$ cat config.mk
export PLATFORM = sky130hd
export DESIGN_NAME = mest_pro_rom_arbiter_flat
export DESIGN_NICKNAME = d
export VERILOG_FILES = /design/src/rtl/mest_pro_rom_arbiter_if.sv /design/src/rtl/mest_pro_rom_arbiter.sv /design/src/flat_wrapper.sv
export SDC_FILE = /design/constraint.sdc
export NUM_CORES = 1
export LEC_CHECK = 0
export BUFFER_PORTS_ARGS = -buffer_cell sky130_fd_sc_hd__buf_2
export CORE_MARGIN = 3
export CORE_UTILIZATION = 30
export CTS_CLUSTER_DIAMETER = 100
export DETAILED_ROUTE_END_ITERATION = 10
export PLACE_DENSITY = 0.8
export SYNTH_ARGS = -nofsm -noshare
export SYNTH_HDL_FRONTEND = slang
export SYNTH_SLANG_ARGS = --single-unit
export TNS_END_PERCENT = 50
$ cat constraint.sdc
create_clock -name clk -period 2.05 [get_ports clk]
set_clock_uncertainty 0.05 [all_clocks]
set_input_delay 0.1025 -clock clk [delete_from_list [all_inputs] [get_ports clk]]
set_output_delay 0.1025 -clock clk [all_outputs]
set_load 0.005 [all_outputs]
$ cat src/rtl/mest_pro_rom_arbiter_if.sv
// Fetch-side and ROM-side bus of the shared-ROM arbiter.
// The master modport is the environment (cores plus ROM macro). The slave modport is the arbiter.
interface mest_pro_rom_arbiter_if #(
    parameter int NUM_CORES        = 4,
    parameter int ROM_DEPTH        = 256,
    parameter int INSTRUCTION_SIZE = 28
);
    localparam int AW = $clog2(ROM_DEPTH);
    localparam int GW = (NUM_CORES > 1) ? $clog2(NUM_CORES) : 1;

    logic [NUM_CORES-1:0]        i_core_en;
    logic [NUM_CORES-1:0]        i_req;
    logic [NUM_CORES*AW-1:0]     i_prog_counter;
    logic                        o_rom_req;
    logic [AW-1:0]               o_rom_addr;
    logic [INSTRUCTION_SIZE-1:0] i_rom_data;
    logic [NUM_CORES-1:0]        o_instr_valid;
    logic [INSTRUCTION_SIZE-1:0] o_instruction;
    logic [GW-1:0]               o_grant_idx;
    logic                        o_busy;

    modport master (
        output i_core_en, i_req, i_prog_counter, i_rom_data,
        input  o_rom_req, o_rom_addr, o_instr_valid, o_instruction, o_grant_idx, o_busy
    );

    modport slave (
        input  i_core_en, i_req, i_prog_counter, i_rom_data,
        output o_rom_req, o_rom_addr, o_instr_valid, o_instruction, o_grant_idx, o_busy
    );
endinterface

$ cat src/rtl/mest_pro_rom_arbiter.sv
// Round-robin arbiter that lets NUM_CORES cores share one synchronous ROM with 1-cycle read latency.
// It issues at most one read per cycle and returns the word with a one-hot valid.
module mest_pro_rom_arbiter #(
    parameter int NUM_CORES        = 4,
    parameter int ROM_DEPTH        = 256,
    parameter int INSTRUCTION_SIZE = 28
) (
    input  logic                  clk,
    input  logic                  i_reset,
    mest_pro_rom_arbiter_if.slave bus
);
    localparam int AW = $clog2(ROM_DEPTH);
    localparam int GW = (NUM_CORES > 1) ? $clog2(NUM_CORES) : 1;

    logic [GW-1:0]        rr_ptr;
    logic [NUM_CORES-1:0] issued_q;
    logic [NUM_CORES-1:0] eligible;
    logic                 grant_any;
    logic [GW-1:0]        grant_idx;
    logic [GW-1:0]        next_ptr;
    logic                 rom_req;
    int                   idx;

    // A core whose read is still returning is masked, so a held request is not granted twice.
    assign eligible = bus.i_req & bus.i_core_en & ~issued_q;

    // NOTE: every variable gets a default before the search, so no latch is inferred.
    always_comb begin
        grant_any = 1'b0;
        grant_idx = '0;
        idx       = 0;
        for (int i = 0; i < NUM_CORES; i++) begin
            idx = int'(rr_ptr) + i;
            if (idx >= NUM_CORES) idx = idx - NUM_CORES;
            if (!grant_any && eligible[idx]) begin
                grant_any = 1'b1;
                grant_idx = GW'(idx);
            end
        end
    end

    assign rom_req  = grant_any & ~i_reset;
    assign next_ptr = (grant_idx == GW'(NUM_CORES - 1)) ? '0 : grant_idx + 1'b1;

    assign bus.o_rom_req     = rom_req;
    assign bus.o_rom_addr    = rom_req ? bus.i_prog_counter[int'(grant_idx)*AW +: AW] : '0;
    assign bus.o_grant_idx   = rom_req ? grant_idx : '0;
    assign bus.o_instr_valid = issued_q;
    assign bus.o_busy        = |issued_q;
    assign bus.o_instruction = (|issued_q && !i_reset) ? bus.i_rom_data : '0;

    // NOTE: sequential state uses non-blocking assignments only, and reset is sampled on the clock edge.
    always_ff @(posedge clk) begin
        if (i_reset) begin
            rr_ptr   <= '0;
            issued_q <= '0;
        end else if (grant_any) begin
            rr_ptr   <= next_ptr;
            issued_q <= NUM_CORES'(1) << grant_idx;
        end else begin
            issued_q <= '0;
        end
    end
endmodule

$ cat src/flat_wrapper.sv
// flat-port wrapper written by rule: the top's interface ports become plain ports
module mest_pro_rom_arbiter_flat 
#(
    parameter int NUM_CORES        = 4,
    parameter int ROM_DEPTH        = 256,
    parameter int INSTRUCTION_SIZE = 28
)
  (clk, i_reset, bus_i_core_en, bus_i_req, bus_i_prog_counter, bus_i_rom_data, bus_o_rom_req, bus_o_rom_addr, bus_o_instr_valid, bus_o_instruction, bus_o_grant_idx, bus_o_busy);
  mest_pro_rom_arbiter_if #(.NUM_CORES(NUM_CORES), .ROM_DEPTH(ROM_DEPTH), .INSTRUCTION_SIZE(INSTRUCTION_SIZE)) bus_i ();
  input  logic clk;
  input  logic i_reset;
  input wire logic [$bits(bus_i.i_core_en)-1:0] bus_i_core_en;
  input wire logic [$bits(bus_i.i_req)-1:0] bus_i_req;
  input wire logic [$bits(bus_i.i_prog_counter)-1:0] bus_i_prog_counter;
  input wire logic [$bits(bus_i.i_rom_data)-1:0] bus_i_rom_data;
  output wire logic [$bits(bus_i.o_rom_req)-1:0] bus_o_rom_req;
  output wire logic [$bits(bus_i.o_rom_addr)-1:0] bus_o_rom_addr;
  output wire logic [$bits(bus_i.o_instr_valid)-1:0] bus_o_instr_valid;
  output wire logic [$bits(bus_i.o_instruction)-1:0] bus_o_instruction;
  output wire logic [$bits(bus_i.o_grant_idx)-1:0] bus_o_grant_idx;
  output wire logic [$bits(bus_i.o_busy)-1:0] bus_o_busy;
  assign bus_i.i_core_en = bus_i_core_en;
  assign bus_i.i_req = bus_i_req;
  assign bus_i.i_prog_counter = bus_i_prog_counter;
  assign bus_i.i_rom_data = bus_i_rom_data;
  assign bus_o_rom_req = bus_i.o_rom_req;
  assign bus_o_rom_addr = bus_i.o_rom_addr;
  assign bus_o_instr_valid = bus_i.o_instr_valid;
  assign bus_o_instruction = bus_i.o_instruction;
  assign bus_o_grant_idx = bus_i.o_grant_idx;
  assign bus_o_busy = bus_i.o_busy;
  mest_pro_rom_arbiter #(.NUM_CORES(NUM_CORES), .ROM_DEPTH(ROM_DEPTH), .INSTRUCTION_SIZE(INSTRUCTION_SIZE)) u_core (.clk(clk), .i_reset(i_reset), .bus(bus_i));
endmodule
==> results.md, run 1 <==
* Status: finished clean
* Classification of the worst setup path: register to output pin
* Num rows at 18
* Die area at 3330 um^2
* HPWL Detailed at 2510 um
* Max-cap violations at 0
* Synth unique cells at 28
* Vias/cell at about 4.9
* Crit path max fanout at 9
* Relative slew slack at 60.3%
* Slowest stage delay, CP at 0.32 ns
* Initial cell density of the core at approximately a third
* Clock buffer depth at 2
* Remaining DRCs at 0
* Worst-margin pin slew at just under 0.6 ns
* Fin nets at 286
* Max Transition Viols Final at 0
* Worst Setup Start Kind: register
* CTS tree: done
* Area grow syn2layout at 81.1%
* Antenna Nets Post-Route at 0
* Routed vias at 1202
* Synthesis-stage register bit count at 6
* Final setup vio count at 0
* RSZ-0062 raised after global routing: yes
* Pin count of the biggest net entering global routing at 31
* Drt total wl at about 3100 um
* FMAX at roughly 510 MHz
* Hold Vio Cnt, Final at 0
* Clk_lat worst skew at 0.25 ns
* Critical-path top delay cell: dfxtp_2
* Worst Setup End Kind: output pin
* Syn Nets at 171
* Antenna violations before repair at 0
* Grt total ovfl at 0
* I/O pins at 114
* Leak at 0.981 nW
* Post-synthesis sequential area ratio at about 15%
* Initial DRC count at 57
* Worst EP arrival at 1.81 ns
* Vias in the first global route at 1057
* Die Y at 57.7 um
* I/O Buffers at 113
* WL/cell at 12.5 um
* Placer congestion estimate at around 0.8
* Inst Count DP at 238
* GRT Util Overall at about 16%
* Yosys warns at 0
* Period utilization at 95.7%
* Cells along the critical path: and3b_2, nor2_1, a21o_1, or2_1, buf_6, o22ai_2, buf_2
* Setup TNS at 0 ns
* Num Clock Sinks at 6
* # diodes at 0
* Layout cells sized above 1 at between 60 and 70%
* Pre-antenna DRT Iters at 4
* Clk slew on worst S/H paths at roughly 0.05 ns
* Mapped Area at roughly 800 um^2
* Core area at 2500 um^2
* Syn Inst Count at 101
* Layout Cells excl Fill at 244
* Power density cells at a little under 500 nW/um^2
* Num CTS Buffers at 3
* CP Data Required Time at between 1.5 and 2 ns
* Tmin final at 1.96 ns
* Max VDD drop at approximately 0.32 mV
* Avg Inst Size Synth at 7.94 um^2
* H-tree levels at 1
* Global-route wire length before repair at 4370 um
* # fillers at about 260
* Hold/Removal Path Class: primary input to register
* Die W at 57.7 um
* Root Buffer Master: clkbuf_4
area by class of cell:
type                            instances  area [um^2]  share of cell area [%]
Multi-Input combinational cell         82          633                    43.6
Sequential cell                         6          123                    8.44
Inverter                                4         15.0                    1.03
Clock buffer                            3         22.5                    1.55
Tap cell                               30         37.5                    2.58
Timing Repair Buffer                  119          622                    42.8
state kept, by name (all words and copies together) (netlist names):
name	flops
u_core.rr_ptr	2
u_core.bus.o_instr_valid	4
stage by stage:
step / power (mW) / hold slack, ns / instance area (um^2) / worst slack, ns / utilization (%)
after floorplan: 0.414 / 0.278 / 802 / 0.489 / -
after global placement: 0.567 / 0.435 / 1370 / 0.267 / 54.8
after detailed placement: 0.574 / 0.432 / 1370 / 0.253 / 54.8
after CTS: 0.689 / 0.176 / 1400 / 0.0208 / 56.1
after global routing: 0.768 / 0.153 / 1450 / -0.0181 / 58.1
final: 0.712 / 0.147 / 1450 / 0.0879 / 58.1
cells by family (layout without fill, tap and decap cells):
group                  count (synthesis)  after routing  synth area share [%]
AND/OR/NAND/NOR                       49             49                  39.9
AO/OA/AOI/OAI                         17             17                  16.1
multiplexers                          16             16                  20.0
buffers and inverters                 13            126                  9.05
flip-flops                             6              6                  15.0
cells in the mapped netlist:
cell | n | area (um^2)
and3_1 | 28 | 175
mux2i_1 | 16 | 160
o22ai_1 | 8 | 50.1
dfxtp_1 | 6 | 120
clkbuf_1 | 5 | 18.8
inv_1 | 4 | 15.0
buf_6 | 3 | 33.8
nand2_1 | 3 | 11.3
nor2_1 | 3 | 11.3
a211oi_1 | 2 | 15.0
and2_1 | 2 | 12.5
and3b_1 | 2 | 17.5
and3b_2 | 2 | 20.0
and4bb_1 | 2 | 25.0
nand3b_1 | 2 | 15.0
a21o_1 | 1 | 7.51
a21oi_2 | 1 | 8.76
and3_2 | 1 | 7.51
buf_2 | 1 | 5.00
nor2_2 | 1 | 6.26
nor3_1 | 1 | 5.00
o21ai_0 | 1 | 5.00
o21ai_1 | 1 | 5.00
o221ai_2 | 1 | 15.0
o22ai_2 | 1 | 12.5
o311a_1 | 1 | 10.0
or2_0 | 1 | 6.26
or4_1 | 1 | 7.51
repair_timing:
action / 4_1_cts / 5_1_grt
resized for setup: 2 / 11
endpoints found under the setup margin: 3 / 8
pin swaps: 0 / 2
hold buffers: 0 / 0
buffers inserted: 0 / 3
final timing paths:
check / slack [ns] / end / start / depth (start not counted)
setup / recovery: 0.09 / bus_o_rom_addr[6] / u_core.bus.o_instr_valid[1] / 7
hold / removal: 0.15 / u_core.bus.o_instr_valid[3] / i_reset / 3
setup reg to reg: 0.56 / u_core.bus.o_instr_valid[0] / u_core.bus.o_instr_valid[2] / 5
hold reg to reg: 0.65 / u_core.rr_ptr[1] / u_core.rr_ptr[1] / 2
worst max-delay path, delay by kind of cell, from the launching register on:
| kind | cells | cell delay [ns] |
|---|---|---|
| buf+inv | 2 | 0.27 |
| simple gates | 3 | 0.60 |
| flops | 1 | 0.32 |
| compound gates | 2 | 0.37 |
power breakdown:
group	total, mW	internal (mW)	switching, mW
clock network	0.110	0.0663	0.0437
registers	0.141	0.130	0.0101
logic	0.461	0.247	0.214
routing by layer:
layer / global-route usage [%] / wire (um) / part of all wire (%)
met1: 18.0 / 1100 / 36
met5: 0 / 0 / 0
met4: 9.93 / 63 / 2.1
met3: 2.00 / 429 / 14
met2: 29.7 / 1470 / 48
placed cells by master, fill, tap and decap left out, types with 3 or more instances in the layout:
cell	n
o22ai_1	7
buf_2	113
dfxtp_1	4
buf_4	4
and3_1	28
and3b_2	3
nor2_1	3
inv_1	4
mux2i_1	16
clkbuf_4	3
Note: power is estimated with default switching activity, not from simulation.
==> run 2: changes to the inputs <==
Settings changed: BUFFER_PORTS_ARGS -buffer_cell sky130_fd_sc_hd__buf_2 to -buffer_cell sky130_fd_sc_hd__buf_4.
==> run 2 against run 1 <==
Net effect: the flow now finishes with violations (setup timing); first-iteration DRC count fell by 14%; register-to-register slack got worse by 0.22 ns; non-clock buffer count rose by 5; count of clock-buffer cells in the layout did not move; highest routed layer unchanged.
==> results.md, run 2 (synthesis results as in run 1) <==
* Sw Ratio at 35.5% (-2.2 points)
* CP Data Required Time at 1.90 ns (about the same)
* CTS tree: done
* Core area at 2500 um^2 (unchanged)
* Worst hold margin at 0.292 ns (+0.145 ns)
* Placer congestion estimate at 0.723 (-8.5%)
* Final worst slack at -0.0136 ns (-0.101 ns)
* # fillers at 182 (-29%)
* Power, Total at 0.874 mW (+23%)
* Commonest non-fill, non-tap cell in the layout: buf_4
* HPWL Detailed at 2880 um (+15%)
* I/O Buffers at 113 (unchanged)
* Worst Setup End Kind: output pin
* Grt total ovfl at 0 (unchanged)
* Clk_lat worst skew at 0.24 ns (about the same)
* Tmin final at 2.06 ns (+0.101 ns)
* Sequential share of power at 16.3% (-3.5 points)
* Vias in the first global route at 1274 (+21%)
* RSZ-0062 raised after global routing: yes
* Num Clock Sinks at 6 (unchanged)
* Max VDD drop at 0.379 mV (+19%)
* Fin nets at 293 (+2.4%)
* Comb power frac at 71.8% (+7.0 points)
* Area grow syn2layout at 132%
* Leak at 1.09 nW (+11%)
* Vias/cell at 5.16 (+4.8%)
* Initial cell density of the core at 32.1% (unchanged)
* Pre-CTS setup slack at -0.142 ns (-0.395 ns)
* Classification of the worst setup path: register to output pin
* I/O pins at 114 (unchanged)
* Remaining DRCs at 0 (unchanged)
* Inst Count DP at 241 (+1.3%)
* Violated checks: setup timing
* Die area at 3330 um^2 (unchanged)
* Clock buffer depth at 2 (unchanged)
* Final setup vio count at 3 (+3)
* Cell internal pwr at 0.564 mW (+27%)
* GRT Util Overall at 19.9% (+3.5 points)
* H-tree levels at 1 (unchanged)
* Layout Cells excl Fill at 251 (+2.9%)
* Antenna violations before repair at 0 (unchanged)
* FMAX at 485 MHz (-4.9%)
* Max reg flops at 4 (unchanged)
* P_sw at 0.310 mW (+16%)
* Clock Power Share at 11.9% (-3.5 points)
* Num rows at 18 (unchanged)
* Worst Setup Start Kind: register
* Most frequent cells in the layout: 123 x buf_4, 28 x and3_1, 16 x mux2i_1
* Die W at 57.7 um (unchanged)
* # diodes at 0 (unchanged)
* Layout cells sized above 1 at 67.9% (+3.4 points)
* Max-cap violations at 0 (unchanged)
* Status: finished, violations left
* Pin count of the biggest net entering global routing at 31 (unchanged)
* Worst-margin pin slew at 0.605 ns (+0.00946 ns)
* Final Core Density at 74.4% (+16 points)
* Pre-antenna DRT Iters at 4 (unchanged)
* Post-CTS Hold Fix Bufs at 0 (unchanged)
* Routed vias at 1296 (+7.8%)
* Relative slew slack at 59.7% (-0.63 points)
* Global-route wire length before repair at 5360 um (+23%)
* Max Transition Viols Final at 0 (unchanged)
* Power density cells at 469 nW/um^2 (-4.2%)
* Clk slew on worst S/H paths at 0.04 ns (about the same)
* Period utilization at 101% (+4.9 points)
* Antenna Nets Post-Route at 0 (unchanged)
* Die Y at 57.7 um (unchanged)
* Num CTS Buffers at 3 (unchanged)
* Root Buffer Master: clkbuf_4
* Worst EP arrival at 1.91 ns (+0.10 ns)
* Hold Vio Cnt, Final at 0 (unchanged)
* WL/cell at 14.6 um (+16%)
* Drt total wl at 3660 um (+20%)
* Hold/Removal Path Class: primary input to register
* Initial DRC count at 49 (-14%)
* Crit path max fanout at 9 (unchanged)
-- run 2: layout make-up --
cell class	instances	area [um^2]	share of cell area (%)
Timing Repair Buffer	124	943	50.7
Clock buffer	3	22.5	1.21
Inverter	4	15.0	0.807
Sequential cell	6	123	6.59
Multi-Input combinational cell	84	719	38.7
Tap cell	30	37.5	2.02
-- run 2: power groups by stage --
stage | Combinational (mW) | Clock, mW | Sequential [mW]
detailed placement | 0.527 | 0 | 0.141
CTS | 0.607 | 0.109 | 0.141
finish | 0.627 | 0.104 | 0.142
global route | 0.676 | 0.116 | 0.144
global placement | 0.511 | 0 | 0.140
floorplan | 0.275 | 0 | 0.140
-- run 2: metal layers --
layer	global-route usage [%]	vias up	routed length (um)
li1	-	626	-
met1	18.7	582	1200
met2	39.8	86	1910
met3	6.68	2	525
met4	5.96	0	17
met5	0	-	0
-- run 2: metrics by stage --
step	instance area, um^2	setup TNS, ns
final	1860	-0.0254
after global routing	1860	-0.521
after CTS	1820	-0.00411
after detailed placement	1680	-0.934
after global placement	1680	-0.225
after floorplan	802	0
-- run 2: final timing paths --
path / end / slack [ns] / cells after the start / from
max: bus_o_rom_addr[5] / -0.01 / 7 / u_core.bus.o_instr_valid[3]
min: u_core.bus.o_instr_valid[2] / 0.29 / 5 / i_reset
max reg2reg: u_core.bus.o_instr_valid[0] / 0.34 / 5 / u_core.bus.o_instr_valid[3]
min reg2reg: u_core.rr_ptr[1] / 0.77 / 2 / u_core.rr_ptr[1]
-- run 2: worst max-delay path, stage by stage, from the launching register on --
cell      delay (ns)
dfxtp_1         0.32
nand3b_1        0.26
a211oi_4        0.38
o22ai_4         0.12
buf_12          0.17
mux2i_1         0.12
o22ai_1         0.17
buf_4           0.14
-- run 2: timing repair --
item | in CTS | in global routing
setup endpoints to repair | 39 | 8
pin swaps | 4 | 7
buffers inserted | 5 | 0
cloned | 2 | 0
gates resized for setup | 13 | 10
